===== config.mk =====
export PLATFORM = sky130hd
export DESIGN_NAME = decode_stage_hz
export DESIGN_NICKNAME = d
export VERILOG_FILES = /design/src/rtl/decode_stage_hz.sv
export SDC_FILE = /design/constraint.sdc
export NUM_CORES = 2
export LEC_CHECK = 0
export ABC_CLOCK_PERIOD_IN_PS = 7650
export BUFFER_PORTS_ARGS = -buffer_cell sky130_fd_sc_hd__buf_4
export CORE_MARGIN = 5
export CORE_UTILIZATION = 50
export CTS_BUF_LIST = sky130_fd_sc_hd__clkbuf_4
export DETAILED_ROUTE_END_ITERATION = 12
export PLACE_DENSITY = 0.68
export SYNTH_ARGS = -nofsm -noshare
export SYNTH_HDL_FRONTEND = slang
export SYNTH_SLANG_ARGS = --single-unit

===== constraint.sdc =====
create_clock -name clk -period 7.65 [get_ports clk]
set_clock_uncertainty 0.15 [all_clocks]
set_input_delay 0.3825 -clock clk [delete_from_list [all_inputs] [get_ports clk]]
set_output_delay 0.3825 -clock clk [all_outputs]
set_load 0.03 [all_outputs]

===== src/rtl/decode_stage_hz.sv =====
// rtl/decode_stage_hz.sv - decode stage: register file with write bypass, load-use hazard stall, ID/EX register
// Stall is purely combinational from the registered execute slot; a flush or stall turns the slot into a bubble.
module decode_stage_hz #(
   parameter int XLEN    = 32,
   parameter int REG_CNT = 32,
   parameter int CTRL_W  = 12,
   localparam int AW     = $clog2(REG_CNT)
) (
   input  logic              clk,
   input  logic              rst,
   input  logic [31:0]       InstrD,
   input  logic [XLEN-1:0]   PCD,
   input  logic [XLEN-1:0]   PCPlus4D,
   input  logic [XLEN-1:0]   ImmExtD,
   input  logic [CTRL_W-1:0] CtrlD,
   input  logic              ValidD,
   input  logic              FlushE,
   input  logic              RegWriteW,
   input  logic [AW-1:0]     RDW,
   input  logic [XLEN-1:0]   ResultW,
   output logic [CTRL_W-1:0] CtrlE,
   output logic [XLEN-1:0]   RD1_E,
   output logic [XLEN-1:0]   RD2_E,
   output logic [XLEN-1:0]   Imm_Ext_E,
   output logic [XLEN-1:0]   PCE,
   output logic [XLEN-1:0]   PCPlus4E,
   output logic [AW-1:0]     RS1_E,
   output logic [AW-1:0]     RS2_E,
   output logic [AW-1:0]     RD_E,
   output logic              ValidE,
   output logic              StallD,
   output logic [15:0]       BubbleCnt
);

   logic [XLEN-1:0] regFile [REG_CNT];
   logic [AW-1:0]   rs1, rs2, rd;
   logic [XLEN-1:0] rd1, rd2;
   logic            wbWrite;
   logic            bubble;
   logic            unusedInstr;

   assign rs1 = InstrD[15 +: AW];
   assign rs2 = InstrD[20 +: AW];
   assign rd  = InstrD[7 +: AW];
   // Only the register fields are decoded here; the rest of the word belongs to other units.
   assign unusedInstr = ^InstrD;

   assign wbWrite = RegWriteW && (RDW != '0);

   always_ff @(posedge clk or negedge rst) begin
      if (!rst) begin
         for (int i = 0; i < REG_CNT; i++) regFile[i] <= '0;
      end else if (wbWrite) begin
         regFile[RDW] <= ResultW;
      end
   end

   // Writeback bypass lets a decode read see the value being written this very cycle.
   always_comb begin
      rd1 = regFile[rs1];
      if (rs1 == '0)
         rd1 = '0;
      else if (wbWrite && (RDW == rs1))
         rd1 = ResultW;
   end

   always_comb begin
      rd2 = regFile[rs2];
      if (rs2 == '0)
         rd2 = '0;
      else if (wbWrite && (RDW == rs2))
         rd2 = ResultW;
   end

   assign StallD = ValidD && ValidE && CtrlE[1] && (RD_E != '0) &&
                   ((RD_E == rs1) || (RD_E == rs2));
   assign bubble = FlushE || StallD;

   always_ff @(posedge clk or negedge rst) begin
      if (!rst) begin
         CtrlE     <= '0;
         RD1_E     <= '0;
         RD2_E     <= '0;
         Imm_Ext_E <= '0;
         PCE       <= '0;
         PCPlus4E  <= '0;
         RS1_E     <= '0;
         RS2_E     <= '0;
         RD_E      <= '0;
         ValidE    <= 1'b0;
      end else if (bubble) begin
         // Datapath fields keep their old values; only the control side is squashed.
         CtrlE  <= '0;
         ValidE <= 1'b0;
      end else begin
         ValidE    <= ValidD;
         CtrlE     <= ValidD ? CtrlD : '0;
         RD1_E     <= rd1;
         RD2_E     <= rd2;
         Imm_Ext_E <= ImmExtD;
         PCE       <= PCD;
         PCPlus4E  <= PCPlus4D;
         RS1_E     <= rs1;
         RS2_E     <= rs2;
         RD_E      <= rd;
      end
   end

   always_ff @(posedge clk or negedge rst) begin
      if (!rst)
         BubbleCnt <= '0;
      else if (bubble && (BubbleCnt != 16'hFFFF))
         BubbleCnt <= BubbleCnt + 16'd1;
   end

endmodule


==> run_summary.xml <==
<?xml version="1.0" encoding="UTF-8"?>
<metrics>
  <group name="cells_and_area">
    <metric name="fin_util" unit="">0.602</metric>
    <metric name="layout-drive-gt1-share" unit="">0.496</metric>
    <metric name="area_delta_synth_final" unit="%">19.5</metric>
    <metric name="stdcell_area" unit="um2">73400</metric>
    <metric name="final_nets" unit="">5058</metric>
  </group>
  <group name="routing">
    <metric name="detail-route-antenna-nets" unit="">0</metric>
    <metric name="wire_per_inst" unit="um">31.5</metric>
    <metric name="drt_first_pass_iters" unit="">5</metric>
    <metric name="detailroute.via_count" unit="">44100</metric>
    <metric name="drt-initial-drc-count" unit="">4682</metric>
    <metric name="routed_wirelength" unit="um">212000</metric>
    <metric name="route.detailed.drc" unit="">0</metric>
    <metric name="route.detailed.vias_per_inst" unit="">6.55</metric>
  </group>
  <group name="grt">
    <metric name="grt.met1_usage" unit="">0.441</metric>
    <metric name="grt_first_pass_wirelength" unit="um">312000</metric>
    <metric name="grt_antenna_before_repair" unit="">8</metric>
    <metric name="gr-usage-met2" unit="">0.491</metric>
    <metric name="number_of_global_route_vias_before_repair" unit="">45200</metric>
    <metric name="track_usage" unit="">0.322</metric>
    <metric name="m3_gr_usage" unit="">0.0933</metric>
    <metric name="grt_start_max_net_pins" unit="">175</metric>
    <metric name="gr-total-overflow" unit="">0</metric>
    <metric name="grt.busiest_layer" unit="">met2</metric>
  </group>
  <group name="sta">
    <metric name="finalSetupViolations" unit="">0</metric>
    <metric name="achievable-frequency" unit="GHz">0.216</metric>
    <metric name="timing.final.crit_period" unit="ns">4.63</metric>
    <metric name="grt_setup_unrepaired" unit="">false</metric>
    <metric name="maxSlewHeadroom" unit="">0.168</metric>
    <metric name="slew_violations" unit="">0</metric>
    <metric name="setup_total_negative_slack" unit="ns">0</metric>
    <metric name="hold_violations" unit="">0</metric>
    <metric name="tightestPinTransition" unit="ns">1.24</metric>
    <metric name="min_period_over_period" unit="">0.605</metric>
  </group>
  <group name="clocking">
    <metric name="cts_htree_levels" unit="">5</metric>
    <metric name="cts-resized-gates" unit="">0</metric>
    <metric name="cts.root.buffer_cell" unit="">clkbuf_4</metric>
    <metric name="clock_tree_from_tritoncts" unit="">built</metric>
    <metric name="cts.sinks" unit="">1228</metric>
    <metric name="worst_skew_pair_later_pin_latency" unit="ns">1.32</metric>
    <metric name="clockBufferDepth" unit="">4</metric>
    <metric name="cts_buffers" unit="">347</metric>
    <metric name="cts.reportedPaths.clkPinSlew" unit="ns">0.07</metric>
  </group>
  <group name="yosys">
    <metric name="post_synthesis_mean_instance_area" unit="um2">14.8</metric>
    <metric name="synth-compound-area-share" unit="">0.0616</metric>
    <metric name="synth_area_in_simple_gates" unit="">0.0160</metric>
    <metric name="netlist-cell-type-count" unit="">52</metric>
    <metric name="synth_top_family_by_area" unit="">multiplexers</metric>
    <metric name="yosys.area_share.xor_xnor" unit="">0.00485</metric>
    <metric name="mappedNetlistArea" unit="um2">61400</metric>
    <metric name="ys_dominant_reg_cell" unit="">dfrtp_1</metric>
    <metric name="synth.ff_latch_count" unit="">1228</metric>
    <metric name="synth.area.mux_share" unit="">0.385</metric>
    <metric name="adder_and_majority_cell_fraction_of_the_synthesized_area" unit="">0.000204</metric>
    <metric name="gate_count_of_the_mapped_netlist" unit="">4142</metric>
    <metric name="edff_count_synth" unit="">0</metric>
    <metric name="postSynth.asyncResetShare" unit="">1.00</metric>
    <metric name="ys_seq_area_frac" unit="">0.500</metric>
    <metric name="postSynthNetCount" unit="">4325</metric>
    <metric name="ys.warnings.count" unit="">0</metric>
  </group>
  <group name="hold_path">
    <metric name="min-delay-path-class" unit="">input pin to flip-flop</metric>
    <metric name="worstHoldPathCells" unit="">3</metric>
  </group>
  <group name="power">
    <metric name="p_leak" unit="nW">32.6</metric>
    <metric name="power" unit="W">0.0184</metric>
    <metric name="vdd_ir_drop_max" unit="mV">0.170</metric>
    <metric name="power.density" unit="nW/um2">251</metric>
  </group>
  <group name="place">
    <metric name="placedInstanceArea" unit="um2">65400</metric>
    <metric name="place.gp.congestion" unit="">0.831</metric>
    <metric name="buffer_ports.inserted" unit="">369</metric>
    <metric name="post-dp-hpwl" unit="um">115000</metric>
  </group>
  <group name="critical_path">
    <metric name="rr_worst_depth" unit="">7</metric>
    <metric name="critPathRequiredTime" unit="ns">8.73</metric>
    <metric name="max_stage_delay_cell_worst_path" unit="">nor4_4</metric>
    <metric name="critical_path.most_common_cell" unit="">dlygate4sd3_1</metric>
    <metric name="regToRegSetupSlack" unit="ns">3.30</metric>
    <metric name="r2r_start" unit="">RD_E[2]$_DFFE_PN0N_</metric>
    <metric name="endpoint_kind" unit="">flip-flop</metric>
    <metric name="timing.critical_path.arrival" unit="ns">5.70</metric>
    <metric name="capture_point_of_the_critical_path" unit="">RD1_E[14]$_DFFE_PN0N_</metric>
    <metric name="slowest_delay" unit="ns">0.96</metric>
    <metric name="setup.worst_path.class" unit="">input pin to flip-flop</metric>
    <metric name="start_kind" unit="">input pin</metric>
    <metric name="cp_max_fo" unit="">57</metric>
    <metric name="critical_path.reg2reg.endpoint" unit="">RD1_E[14]$_DFFE_PN0N_</metric>
    <metric name="origin_of_the_worst_setup_path" unit="">InstrD[17]</metric>
    <metric name="crit_path_cell_trace" unit="">dlygate4sd3_1 -&gt; buf_8 -&gt; buf_4 -&gt; xnor2_1 -&gt; nand4_1 -&gt; dlygate4sd3_1 -&gt; nor4_4 -&gt; buf_4 -&gt; a221o_1 -&gt; dlygate4sd3_1</metric>
  </group>
  <group name="floorplanning">
    <metric name="start_util" unit="">0.504</metric>
    <metric name="dieArea" unit="um2">130000</metric>
    <metric name="die_w" unit="um">360</metric>
    <metric name="placeable_core_region" unit="um2">122000</metric>
    <metric name="design.portCount" unit="">387</metric>
    <metric name="core.rowCount" unit="">128</metric>
    <metric name="die_h" unit="um">360</metric>
  </group>
  <group name="flow_run">
    <metric name="max_cap_violations" unit="">0</metric>
  </group>
  <group name="run_status">
    <metric name="outcome" unit="">completed</metric>
  </group>
</metrics>
[layout by cell type (no fill, tap or decap), drive strengths merged, types with 21 or more instances in the layout]
cell / instances
dlygate4sd3: 377
nand2: 31
a31oi: 33
buf: 465
clkbuf: 505
clkinv: 63
o22ai: 96
nand3: 24
a22o: 48
xor2: 21
mux2i: 256
o221ai: 32
mux4: 384
a211oi: 74
dfrtp: 1228
nor2: 45
mux2: 1104
a221o: 64
a22oi: 113
[worst min-delay path by stage]
stage | slack (ns) | endpoint | start
CTS | 0.004 | regFile[314]$_DFFE_PN0P_ | ResultW[26]
global route | 0.07 | regFile[314]$_DFFE_PN0P_ | ResultW[26]
global placement | 0.19 | Imm_Ext_E[14]$_DFFE_PN0N_ | rst
detailed placement | 0.19 | Imm_Ext_E[14]$_DFFE_PN0N_ | rst
finish | 0.17 | regFile[442]$_DFFE_PN0P_ | ResultW[26]
floorplan | -0.06 | BubbleCnt[0]$_DFFE_PN0P_ | rst
[area by class of cell]
class	instances	area [um2]
timing repair buffer	842	7520
antenna	5	12.5
inverter	2	7.51
clock inverter	67	310
fill	9441	48500
clock buffer	505	3790
sequential	1228	30700
tap	1625	2030
multi-input combinational	2454	29000
[synthesized netlist by cell type (all sizes together), types with 5 or more instances]
| cell | instances | area (um2) |
|---|---|---|
| nor2 | 45 | 171 |
| o22ai | 96 | 601 |
| or4 | 17 | 128 |
| a22oi | 113 | 853 |
| a21oi | 11 | 55.1 |
| dfrtp | 1228 | 30700 |
| nor2b | 5 | 31.3 |
| xnor2 | 13 | 114 |
| mux4 | 384 | 8650 |
| nor3 | 10 | 50.1 |
| and3 | 15 | 93.8 |
| mux2i | 256 | 2560 |
| a211oi | 74 | 556 |
| clkbuf | 286 | 1070 |
| nand2 | 31 | 116 |
| buf | 172 | 893 |
| a22o | 48 | 420 |
| nor3b | 6 | 45.0 |
| xor2 | 21 | 184 |
| a31oi | 33 | 206 |
| a221o | 64 | 641 |
| a2111oi | 11 | 96.3 |
| nand3 | 24 | 120 |
| mux2 | 1104 | 12400 |
| nand3b | 5 | 37.5 |
| o221ai | 32 | 280 |
| nand4 | 6 | 37.5 |
[where the power goes]
group          internal, W  switching (W)  leakage (nW)
combinational      0.00222        0.00175          14.5
sequential         0.00766       0.000876          15.6
clock              0.00306        0.00282          2.47
[metrics by stage]
step	std cells	setup slack, ns	hold WS, ns
6_report	6728	3.02	0.171
4_1_cts	6723	3.26	0.00431
5_1_grt	6727	3.02	0.0671
2_1_floorplan	4142	4.98	-0.0631
3_3_place_gp	5769	3.44	0.194
3_5_place_dp	5769	3.39	0.192
[per-layer routing]
layer / vias up / share of wire
li1: 17700 / -
met1: 23500 / 0.40
met2: 2374 / 0.46
met3: 488 / 0.098
met4: 4 / 0.040
met5: - / 0.00011
[repair_timing]
item	4_1_cts	5_1_grt
endpoints found under the hold margin	2139	0
setup buffers	0	0
hold buffers	382	0
[registers in the layout, indices dropped and copies added (netlist names)]
signal	cells
RS2_E	5
BubbleCnt	16
regFile	1024
RD2_E	32
RD1_E	32
RS1_E	5
CtrlE	12
PCE	32
Imm_Ext_E	32
RD_E	5
PCPlus4E	32
ValidE	1
[worst max-delay path: cells and delay by family]
family	cells	cell delay (ns)
buffers and inverters	6	3.69
and+or+nand+nor	2	1.06
AOI/OAI and AO/OA	1	0.24
xor gates and xnor gates	1	0.20
[cell families (layout without fill, tap and decap cells)]
| logic type | after synthesis | after routing |
|---|---|---|
| flops | 1228 | 1228 |
| mux | 1744 | 1744 |
| compound gates | 491 | 491 |
| other cells | 0 | 5 |
| buf+inv | 460 | 1416 |
| simple gates | 184 | 184 |
| fa+ha+maj | 1 | 1 |
| xor+xnor | 34 | 34 |
No activity file was read; power rests on OpenSTA's default activity.
